## src/rtl/ndt_transmitter.sv

```systemverilog
// ----------------------------------------------------------------------------
// ndt_transmitter
//   Builds NDT words for the network side. Host words arrive on a valid/ready
//   handshake. Words flagged with tx_soft_error are discarded and counted. The
//   surviving words get a wrapping sequence tag and are buffered in a small
//   FIFO. Each buffered word is presented as {data, tag} with the tag in the
//   LSBs.
//
// Ports
//   clk           : clock, rising edge
//   reset         : asynchronous active-low reset
//   tx_valid      : host word present
//   tx_data       : host data word
//   tx_soft_error : host word is corrupt and is dropped on accept
//   tx_ready      : transmitter can accept a word this cycle
//   ndt_out       : {data, tag} of the head entry, or zero when empty
//   ndt_valid     : ndt_out holds a buffered word
//   ndt_ready     : network consumes ndt_out this cycle
//   fifo_count    : number of buffered words
//   drop_count    : soft-error drops since reset, saturating at 255
// ----------------------------------------------------------------------------
module ndt_transmitter #(
   parameter int unsigned data_size  = 32,
   parameter int unsigned tag_size   = 8,
   parameter int unsigned fifo_depth = 4,
   localparam int unsigned ptr_w     = $clog2(fifo_depth),
   localparam int unsigned cnt_w     = ptr_w + 1
) (
   input  logic                          clk,
   input  logic                          reset,
   input  logic                          tx_valid,
   input  logic [data_size-1:0]          tx_data,
   input  logic                          tx_soft_error,
   output logic                          tx_ready,
   output logic [data_size+tag_size-1:0] ndt_out,
   output logic                          ndt_valid,
   input  logic                          ndt_ready,
   output logic [cnt_w-1:0]              fifo_count,
   output logic [7:0]                    drop_count
);

   localparam logic [cnt_w-1:0] full_count = cnt_w'(fifo_depth);

   logic [data_size+tag_size-1:0] mem_q [fifo_depth];
   logic [ptr_w-1:0]              head_q, head_d;
   logic [ptr_w-1:0]              tail_q, tail_d;
   logic [cnt_w-1:0]              count_q, count_d;
   logic [tag_size-1:0]           tag_q, tag_d;
   logic [7:0]                    drop_q, drop_d;

   logic accept, push, drop, pop;

   // Ready is a function of registered occupancy only, so no combinational
   // path exists from tx_valid or ndt_ready.
   assign tx_ready   = (count_q != full_count);
   assign ndt_valid  = (count_q != '0);
   assign ndt_out    = ndt_valid ? mem_q[head_q] : '0;
   assign fifo_count = count_q;
   assign drop_count = drop_q;

   assign accept = tx_valid & tx_ready;
   assign push   = accept & ~tx_soft_error;
   assign drop   = accept & tx_soft_error;
   assign pop    = ndt_valid & ndt_ready;

   always_comb begin
      head_d  = head_q;
      tail_d  = tail_q;
      count_d = count_q;
      tag_d   = tag_q;
      drop_d  = drop_q;

      if (push) begin
         tail_d = tail_q + ptr_w'(1);
         tag_d  = tag_q + tag_size'(1);
      end
      if (pop) begin
         head_d = head_q + ptr_w'(1);
      end
      if (push && !pop) begin
         count_d = count_q + cnt_w'(1);
      end else if (!push && pop) begin
         count_d = count_q - cnt_w'(1);
      end
      if (drop && (drop_q != 8'hFF)) begin
         drop_d = drop_q + 8'd1;
      end
   end

   always_ff @(posedge clk or negedge reset) begin
      if (!reset) begin
         head_q  <= '0;
         tail_q  <= '0;
         count_q <= '0;
         tag_q   <= '0;
         drop_q  <= '0;
      end else begin
         head_q  <= head_d;
         tail_q  <= tail_d;
         count_q <= count_d;
         tag_q   <= tag_d;
         drop_q  <= drop_d;
      end
   end

   // Storage needs no reset: it is only visible through ndt_out, which is
   // masked to zero whenever the FIFO is empty.
   always_ff @(posedge clk) begin
      if (push) begin
         mem_q[tail_q] <= {tx_data, tag_q};
      end
   end

endmodule

```

## config.mk

```make
export PLATFORM = sky130hd
export DESIGN_NAME = ndt_transmitter
export DESIGN_NICKNAME = d
export VERILOG_FILES = /design/src/rtl/ndt_transmitter.sv
export SDC_FILE = /design/constraint.sdc
export NUM_CORES = 1
export LEC_CHECK = 0
export BUFFER_PORTS_ARGS = -buffer_cell sky130_fd_sc_hd__buf_2
export CORE_UTILIZATION = 34
export CTS_BUF_LIST = sky130_fd_sc_hd__clkbuf_8
export DETAILED_ROUTE_END_ITERATION = 7
export PLACE_DENSITY_LB_ADDON = 0.08
export SLEW_MARGIN = 20
export SYNTH_ARGS = -nofsm -noshare
export SYNTH_HDL_FRONTEND = slang
export SYNTH_SLANG_ARGS = --single-unit
```

## constraint.sdc

```tcl
create_clock -name clk -period 4.9 [get_ports clk]
set_clock_uncertainty 0.1 [all_clocks]
set_input_delay 1.225 -clock clk [delete_from_list [all_inputs] [get_ports clk]]
set_output_delay 1.225 -clock clk [all_outputs]
set_load 0.005 [all_outputs]
```

==> impl_metrics.ini, run 1 <==
[clock_network]
cts_buffer_depth = 2
cts_buffers = 17
cts-root-buf = clkbuf_8
worstSkewPairLatency_ns = 0.43
post_cts_resized = 0
cts_tree = yes
cts_max_level = 4
cts.sinks = 183
postCtsSetupBuffers = 0
cts.clk_slew.worst_paths_ns = 0.09
hold_buffers = 0

[worst_setup_path]
start_kind = flip-flop
cp.required_ns = 3.58
critPathKind = flip-flop to output port
crit_fanout = 42
slowest_delay_ns = 1.04
crit_chain = mux4_2 > and2_1 > buf_2
end_kind = output port
cpMaxStageDelayCell = dfrtp_4
path_buf_inv = 1
cp.arrival_ns = 2.42
worst_path_dominant_cell_family = flip-flops

[floorplanning]
chipWidth_um = 147
rows = 52
core-area_mm2 = 0.0205
start_util_pct = 35.1
die_h_um = 147
die_area_mm2 = 0.0217
io_pins = 90

[yosys]
ys_seq_area_share_pct = 74.8
syn_nets = 398
synth_cells = 353
ys_ff_latch = 183
synth_top_family_by_area = multiplexers
yosysWarnings = 0
yosys.area_share.simple_pct = 6.37
synth_most_common_cell = edfxtp_1
netlist_area_mm2 = 0.00719
synth_xor_area_share_pct = 2.07
synth_top_area_cell = edfxtp_1
synth_compound_area_share_pct = 0.226
muxShareOfSynthArea_pct = 13.5
ys_top_cells_by_area = edfxtp_1, mux4_2, dfrtp_1, and2_1, xnor2_1
netlist_top_cells_count = edfxtp_1, and2_1, mux4_2
ys_types = 31
synth_fa_ha_area_share_pct = 1.50
synth-edff-count = 160
syn_avg_cell_area_um2 = 20.4
yosys_most_used_dff = edfxtp_1
synth_top_area_share_pct = 66.8
synthArstFlopShare_pct = 12.6

[timing]
maxSlewHeadroom_pct = 39.5
whs_ns = 0.421
fin_ws_ns = 1.16
finalHoldViolations = 0
min_period_over_period_pct = 76.4
setup_tns_ns = 0
fin_crit_ns = 3.74
max_freq_mhz = 267
rsz0062_at_grt = no
setup_viol_count_final = 0
worstMarginPinSlew_ns = 0.908
report.final.slew_viol_count = 0

[cells_and_area]
fin_cells = 735
diodes = 0
area_growth_pct = 16.5
fin_area_mm2 = 0.00838
num-nets-final = 497
finish.utilization_pct = 40.9
layout-drive-gt1-share_pct = 38.9

[run]
max_cap_viol_count = 0

[grt]
grt_pass1_vias = 3757
grt_pass1_wl_um = 21400
grt_max_degree = 44
antenna_found_initial = 0
grt.total_usage_pct = 13.4
grt-ovfl-total = 0

[min_path]
hp-class = flip-flop to flip-flop

[drt]
drt_pass1_iterations = 4
routed_via_density = 4.67
vias = 3436
wirelength_um = 13600
drc = 0
drtAntennaViolNets = 0
wl_per_cell_um = 18.5
dr.first_iter.drc_count = 199

[placed_design]
dpl.hpwl_um = 7870
io_buffer_count = 89
gp_congestion = 0.657
place_ws_ns = 1.40
place_area_mm2 = 0.00795
placed_cells = 703

[pwr]
p_per_area_mw_per_mm2 = 544
max-vdd-ir-drop_mv = 0.295
p_leak_nw = 2.98
power.total_mw = 4.56

[status]
status = finished clean
-- registers in the layout (all words and copies together) (netlist names) --
register	cells
head_q	2
tag_q	8
tail_q	2
fifo_count	3
mem_q	160
drop_count	8
-- where the power goes --
part	switching (mW)	leakage (nW)	internal, mW
clock network	0.502	0.229	0.568
registers	0.292	1.74	1.95
logic	0.513	1.01	0.735
total	1.31	2.98	3.25
-- worst paths after layout --
check                           depth (start not counted)  slack (ns)             to           from
max in group asynchronous                               1        3.61      head_q[0]          reset
worst max-delay path                                    3        1.16    ndt_out[37]      head_q[0]
min in group asynchronous                               1        0.67  drop_count[3]          reset
worst max register to register                          8        2.11  fifo_count[2]  fifo_count[2]
worst min register to register                          1        0.42  fifo_count[2]  fifo_count[2]
worst min-delay path                                    1        0.42  fifo_count[2]  fifo_count[2]
-- layout make-up --
cell class	count	area, µm²
multi-input combinational	149	1710
timing repair buffer	97	505
sequential	183	5390
tap	270	338
clock inverter	10	128
inverter	4	15.0
clock buffer	22	303
fill	1876	12100
-- layer usage --
layer  share of wire, %  wire, µm  GRT usage, %  up-vias
met5                  0         0             0        -
met4               0.79       107          4.33        0
met3                3.6       485          3.40        6
met2                 50      6800          22.0       71
met1                 46      6220          17.5     1783
li1                   -         -             -     1576
-- layout by cell type (no fill, tap or decap), types with 2 or more instances in the layout --
cell | Yosys | final
nand2_1 | 8 | 8
bufinv_16 | 0 | 3
mux2_2 | 5 | 5
and2_2 | 0 | 4
buf_4 | 2 | 8
nand3_1 | 5 | 5
xor2_1 | 5 | 5
clkbuf_8 | 0 | 22
and2_1 | 44 | 40
xnor2_1 | 12 | 12
edfxtp_1 | 160 | 160
buf_2 | 5 | 89
nand4_1 | 5 | 5
inv_1 | 4 | 7
dfrtp_1 | 23 | 21
and3_1 | 4 | 4
clkinv_2 | 0 | 2
ha_1 | 7 | 7
nor2_1 | 2 | 2
mux4_2 | 40 | 40
-- cells by family (layout without fill, tap and decap cells) --
logic type,after synthesis,in the layout
AND/OR/NAND/NOR,76,76
AO/OA/AOI/OAI,2,2
adder cells (fa/ha/maj),8,8
buffers and inverters,21,133
flip-flops,183,183
XOR/XNOR,17,17
multiplexers,46,46
Note: power is estimated with default switching activity, not from simulation.
==> run 2: changes to the inputs <==
Settings changed: ABC_AREA from default to 1.
Clock period 4.9 ns to 3.5 ns, I/O delays scaled along.
==> run 2 against run 1 <==
  * Sequential power increased by 30%
  * Utilization down 1.6 points
  * Critical endpoint is now ndt_out[31]
  * Clock-buffer cell count fell by 5
  * Flip-flop and latch count unchanged
  * Cell count increased by 41%
  * Sequential share of layout area shrank 2.2 points
  * First-iteration DRC count is 45% higher
==> impl_metrics.ini, run 2 <==
[status]
status = finished clean

[yosys]
ys_ff_latch = 183
synth_top_area_share_pct = 62.1
syn_avg_cell_area_um2 = 11.9
netlist_top_cells_count = nor2_1, edfxtp_1, nand2_1
ys_types = 29
synthArstFlopShare_pct = 12.6
synth-edff-count = 160
synth_most_common_cell = nor2_1
ys_seq_area_share_pct = 69.5
synth_cells = 652
ys_top_cells_by_area = edfxtp_1, nor2_1, dfrtp_1, o21ai_1, nand2_1
synth_top_area_cell = edfxtp_1
syn_nets = 697
yosysWarnings = 0
yosys_most_used_dff = edfxtp_1
netlist_area_mm2 = 0.00774

[grt]
antenna_found_initial = 1
grt.total_usage_pct = 14.9
grt-ovfl-total = 0
grt_pass1_wl_um = 26400
grt_pass1_vias = 4843
grt_max_degree = 83

[clock_network]
cts.sinks = 183
hold_buffers = 0
post_cts_resized = 0
postCtsSetupBuffers = 0
worstSkewPairLatency_ns = 0.44
cts.clk_slew.worst_paths_ns = 0.08
cts_buffers = 17
cts_tree = yes
cts_buffer_depth = 2
cts_max_level = 4
cts-root-buf = clkbuf_8

[drt]
routed_via_density = 4.73
routed-wl-met3_um = 656
drt_pass1_iterations = 4
vias = 4883
drc = 0
drtAntennaViolNets = 0
wl_met1_um = 7540
top_layer = met4
dr.first_iter.drc_count = 288
wirelength_um = 16700
wl_per_cell_um = 16.1
dr_wl_met2_um = 8360

[timing]
finalHoldViolations = 0
setup_tns_ns = 0
setup_viol_count_final = 0
whs_ns = 0.333
max_freq_mhz = 315
rsz0062_at_grt = no
fin_ws_ns = 0.326
min_period_over_period_pct = 90.7
report.final.slew_viol_count = 0
worstMarginPinSlew_ns = 0.688
maxSlewHeadroom_pct = 54.1
fin_crit_ns = 3.17

[worst_setup_path]
startpoint = head_q[0]
end_kind = output port
crit_fanout = 33
critPathKind = flip-flop to output port
cp.required_ns = 2.52
cp.arrival_ns = 2.20
reg2reg_setup_slack_ns = 1.20
start_kind = flip-flop
reg2reg_from = fifo_count[0]

[min_path]
hp-class = input pin to asynchronous set/reset pin

[floorplanning]
core-area_mm2 = 0.0221
chipWidth_um = 153
die_h_um = 153
start_util_pct = 35.0
io_pins = 90
die_area_mm2 = 0.0234
rows = 54

[placed_design]
place_ws_ns = 0.716
dpl.hpwl_um = 9730
gp_congestion = 0.809
io_buffer_count = 89

[pwr]
p_leak_nw = 3.21
power.total_mw = 6.57
max-vdd-ir-drop_mv = 0.355
p_per_area_mw_per_mm2 = 757

[cells_and_area]
layout-drive-gt1-share_pct = 19.3
num-nets-final = 784
largest_reg_flops = 160
finish.utilization_pct = 39.3
regArea_mm2 = 0.00538
nFillCells = 2130
area_growth_pct = 12.2
largest_register = mem_q
layout_common_cells = nor2_1, edfxtp_1, buf_2
layout_commonest_cell = nor2_1
multi_input_area_mm2 = 0.00193

[run]
max_cap_viol_count = 0
==> run 2: final cells by class <==
cell class / count / share of cell area (%)
Tap cell: 280 / 4.04
Clock inverter: 15 / 1.14
Multi-Input combinational cell: 410 / 22.3
Timing Repair Buffer: 99 / 6.57
Antenna cell: 1 / 0.0288
Inverter: 28 / 1.27
Clock buffer: 17 / 2.70
Sequential cell: 183 / 62.0
==> run 2: kinds of logic (layout without fill, tap and decap cells) <==
family | after synthesis | count (layout) | synth area share, %
AOI/OAI and AO/OA | 135 | 135 | 8.78
xor gates and xnor gates | 7 | 7 | 0.792
adders and majority gates | 8 | 8 | 1.39
buffers and inverters | 59 | 159 | 5.90
DFF | 183 | 183 | 69.5
muxes | 1 | 1 | 0.146
other | 0 | 1 | 0
and+or+nand+nor | 259 | 259 | 13.5
==> run 2: stage by stage <==
| stage | instances | area, µm² |
|---|---|---|
| after floorplan | 652 | 7740 |
| after global placement | 1000 | 8350 |
| after detailed placement | 1000 | 8350 |
| after CTS | 1032 | 8680 |
| after global routing | 1032 | 8680 |
| final | 1033 | 8680 |
==> run 2: worst paths after layout <==
path                                  to  cells past startpoint
max                          ndt_out[31]                      6
min                        drop_count[1]                      1
max reg2reg                fifo_count[2]                     10
min reg2reg                  mem_q[0][7]                      0
max in group asynchronous      head_q[1]                      1
min in group clk             mem_q[0][7]                      0
==> run 2: critical path: stages, from the launching register on <==
cell and delay [ns]:
dfrtp_2 0.68, buf_4 0.44, nor2_1 0.10, nor2_1 0.11, o21ai_1 0.08, a21oi_1 0.20, buf_2 0.15
==> run 2: where the power goes <==
group / leakage, nW / internal, mW / switching [mW] / total (mW)
registers: 1.75 / 2.70 / 0.221 / 2.92
logic: 1.28 / 0.913 / 1.49 / 2.40
clock network: 0.178 / 0.539 / 0.706 / 1.24
==> run 2: routing by layer <==
metal	vias to the layer above	track usage, %
met1	2386	18.4
met3	5	3.80
met2	86	26.0
met4	0	3.46
met5	-	0
li1	2406	-
==> run 3: changes to the inputs <==
Settings changed: CORE_UTILIZATION 34 to 55.
==> run 3 against run 2 <==
  * Flip-flop and latch count is the same
  * Critical endpoint is now ndt_out[10]
  * Sequential power is essentially flat
  * Sequential share of layout area grew 0.88 points
  * Non-clock buffer count grew 2
  * Highest routed layer is now met5
  * Clock power grew 4%
  * Utilization grew 24 points
  * Die area shrank 38%
  * First-iteration DRC count grew 55%
==> impl_metrics.ini, run 3 (same netlist as run 2, synthesis figures left out) <==
[placed_design]
io_buffer_count = 89
placed_cells = 898
gp_congestion = 0.822
place_area_mm2 = 0.00821
dpl.hpwl_um = 8650

[worst_setup_path]
critPathKind = flip-flop to output port
crit_fanout = 27
ff2ff_path_depth = 10
cp.arrival_ns = 2.27
reg2reg_setup_slack_ns = 1.21
cpMostUsedCell = nor2_1
reg2reg_from = fifo_count[0]
cpMaxStageDelayCell = dfrtp_2
end_kind = output port
crit_chain = buf_4 > nor2_1 > nor2_1 > o21ai_1 > a21oi_1 > buf_2
reg2reg_to = fifo_count[2]
worst_path_dominant_cell_family = flip-flops
path_buf_inv = 2
start_kind = flip-flop
slowest_delay_ns = 0.73
cp.required_ns = 2.52

[pwr]
max-vdd-ir-drop_mv = 0.499
power.total_mw = 6.59
p_leak_nw = 3.22
p_per_area_mw_per_mm2 = 770

[drt]
drc = 0
drt_pass1_iterations = 7
wirelength_um = 14800
dr.first_iter.drc_count = 447
routed_via_density = 5.28
drtAntennaViolNets = 0
wl_per_cell_um = 16.0
vias = 4908

[clock_network]
cts-root-buf = clkbuf_8
cts.sinks = 183
cts_max_level = 4
cts_buffer_depth = 2
post_cts_resized = 0
worstSkewPairLatency_ns = 0.45
cts.clk_slew.worst_paths_ns = 0.08
postCtsSetupBuffers = 0
hold_buffers = 0
cts_tree = yes
cts_buffers = 17

[timing]
min_period_over_period_pct = 92.6
finalHoldViolations = 0
max_freq_mhz = 309
fin_crit_ns = 3.24
setup_viol_count_final = 0
whs_ns = 0.295
worstMarginPinSlew_ns = 0.621
rsz0062_at_grt = no
setup_tns_ns = 0
maxSlewHeadroom_pct = 58.6
report.final.slew_viol_count = 0

[cells_and_area]
area_growth_pct = 10.6
layout-drive-gt1-share_pct = 19.4
fin_cells = 930
fin_area_mm2 = 0.00856
layout_commonest_cell = nor2_1
diodes = 0
largest_reg_flops = 160
layout_common_cells = nor2_1, edfxtp_1, buf_2
num-nets-final = 786
largest_register = mem_q

[status]
status = finished clean

[grt]
grt_pass1_wl_um = 23700
grt.total_usage_pct = 21.7
grt_pass1_vias = 4695
grt_max_degree = 83
antenna_found_initial = 1
grt-ovfl-total = 0

[floorplanning]
die_h_um = 121
core-area_mm2 = 0.0135
chipWidth_um = 121
die_area_mm2 = 0.0145
start_util_pct = 57.3
rows = 42
io_pins = 90

[min_path]
hp-class = input pin to asynchronous set/reset pin

[run]
max_cap_viol_count = 0
==> run 3: power breakdown <==
| group | internal, mW | switching [mW] |
|---|---|---|
| combinational | 0.919 | 1.45 |
| clock | 0.608 | 0.677 |
| sequential | 2.70 | 0.227 |
==> run 3: stage by stage <==
| step | utilization (%) | worst slack (ns) |
|---|---|---|
| 3_5_place_dp | 60.8 | 0.712 |
| 2_1_floorplan | - | 0.0657 |
| 6_report | 63.4 | 0.260 |
| 5_1_grt | 63.4 | 0.0931 |
| 4_1_cts | 63.4 | 0.277 |
| 3_3_place_gp | 60.8 | 0.755 |
==> run 3: how the worst max path moves through the flow <==
stage | startpoint | to | slack [ns] | depth (start not counted)
global placement | tx_soft_error | fifo_count[2] | 0.76 | 10
finish | head_q[0] | ndt_out[10] | 0.26 | 6
floorplan | tx_soft_error | mem_q[0][0] | 0.07 | 4
CTS | head_q[0] | ndt_out[32] | 0.28 | 6
detailed placement | tx_soft_error | fifo_count[2] | 0.71 | 10
global route | head_q[0] | ndt_out[15] | 0.09 | 6
==> run 3: final cells by class <==
class	count	area, µm²
Tap cell	176	220
Multi-Input combinational cell	410	1930
Fill cell	1052	4950
Clock inverter	15	120
Clock buffer	17	234
Timing Repair Buffer	101	561
Sequential cell	183	5380
Inverter	28	110
==> run 3: layer usage <==
| metal | global-route usage [%] | wire length (µm) | vias to the layer above |
|---|---|---|---|
| met1 | 28.8 | 6750 | 2370 |
| met4 | 8.18 | 186 | 2 |
| met5 | 0 | 13 | - |
| met3 | 4.86 | 698 | 16 |
| met2 | 35.3 | 7190 | 107 |
| li1 | - | - | 2413 |
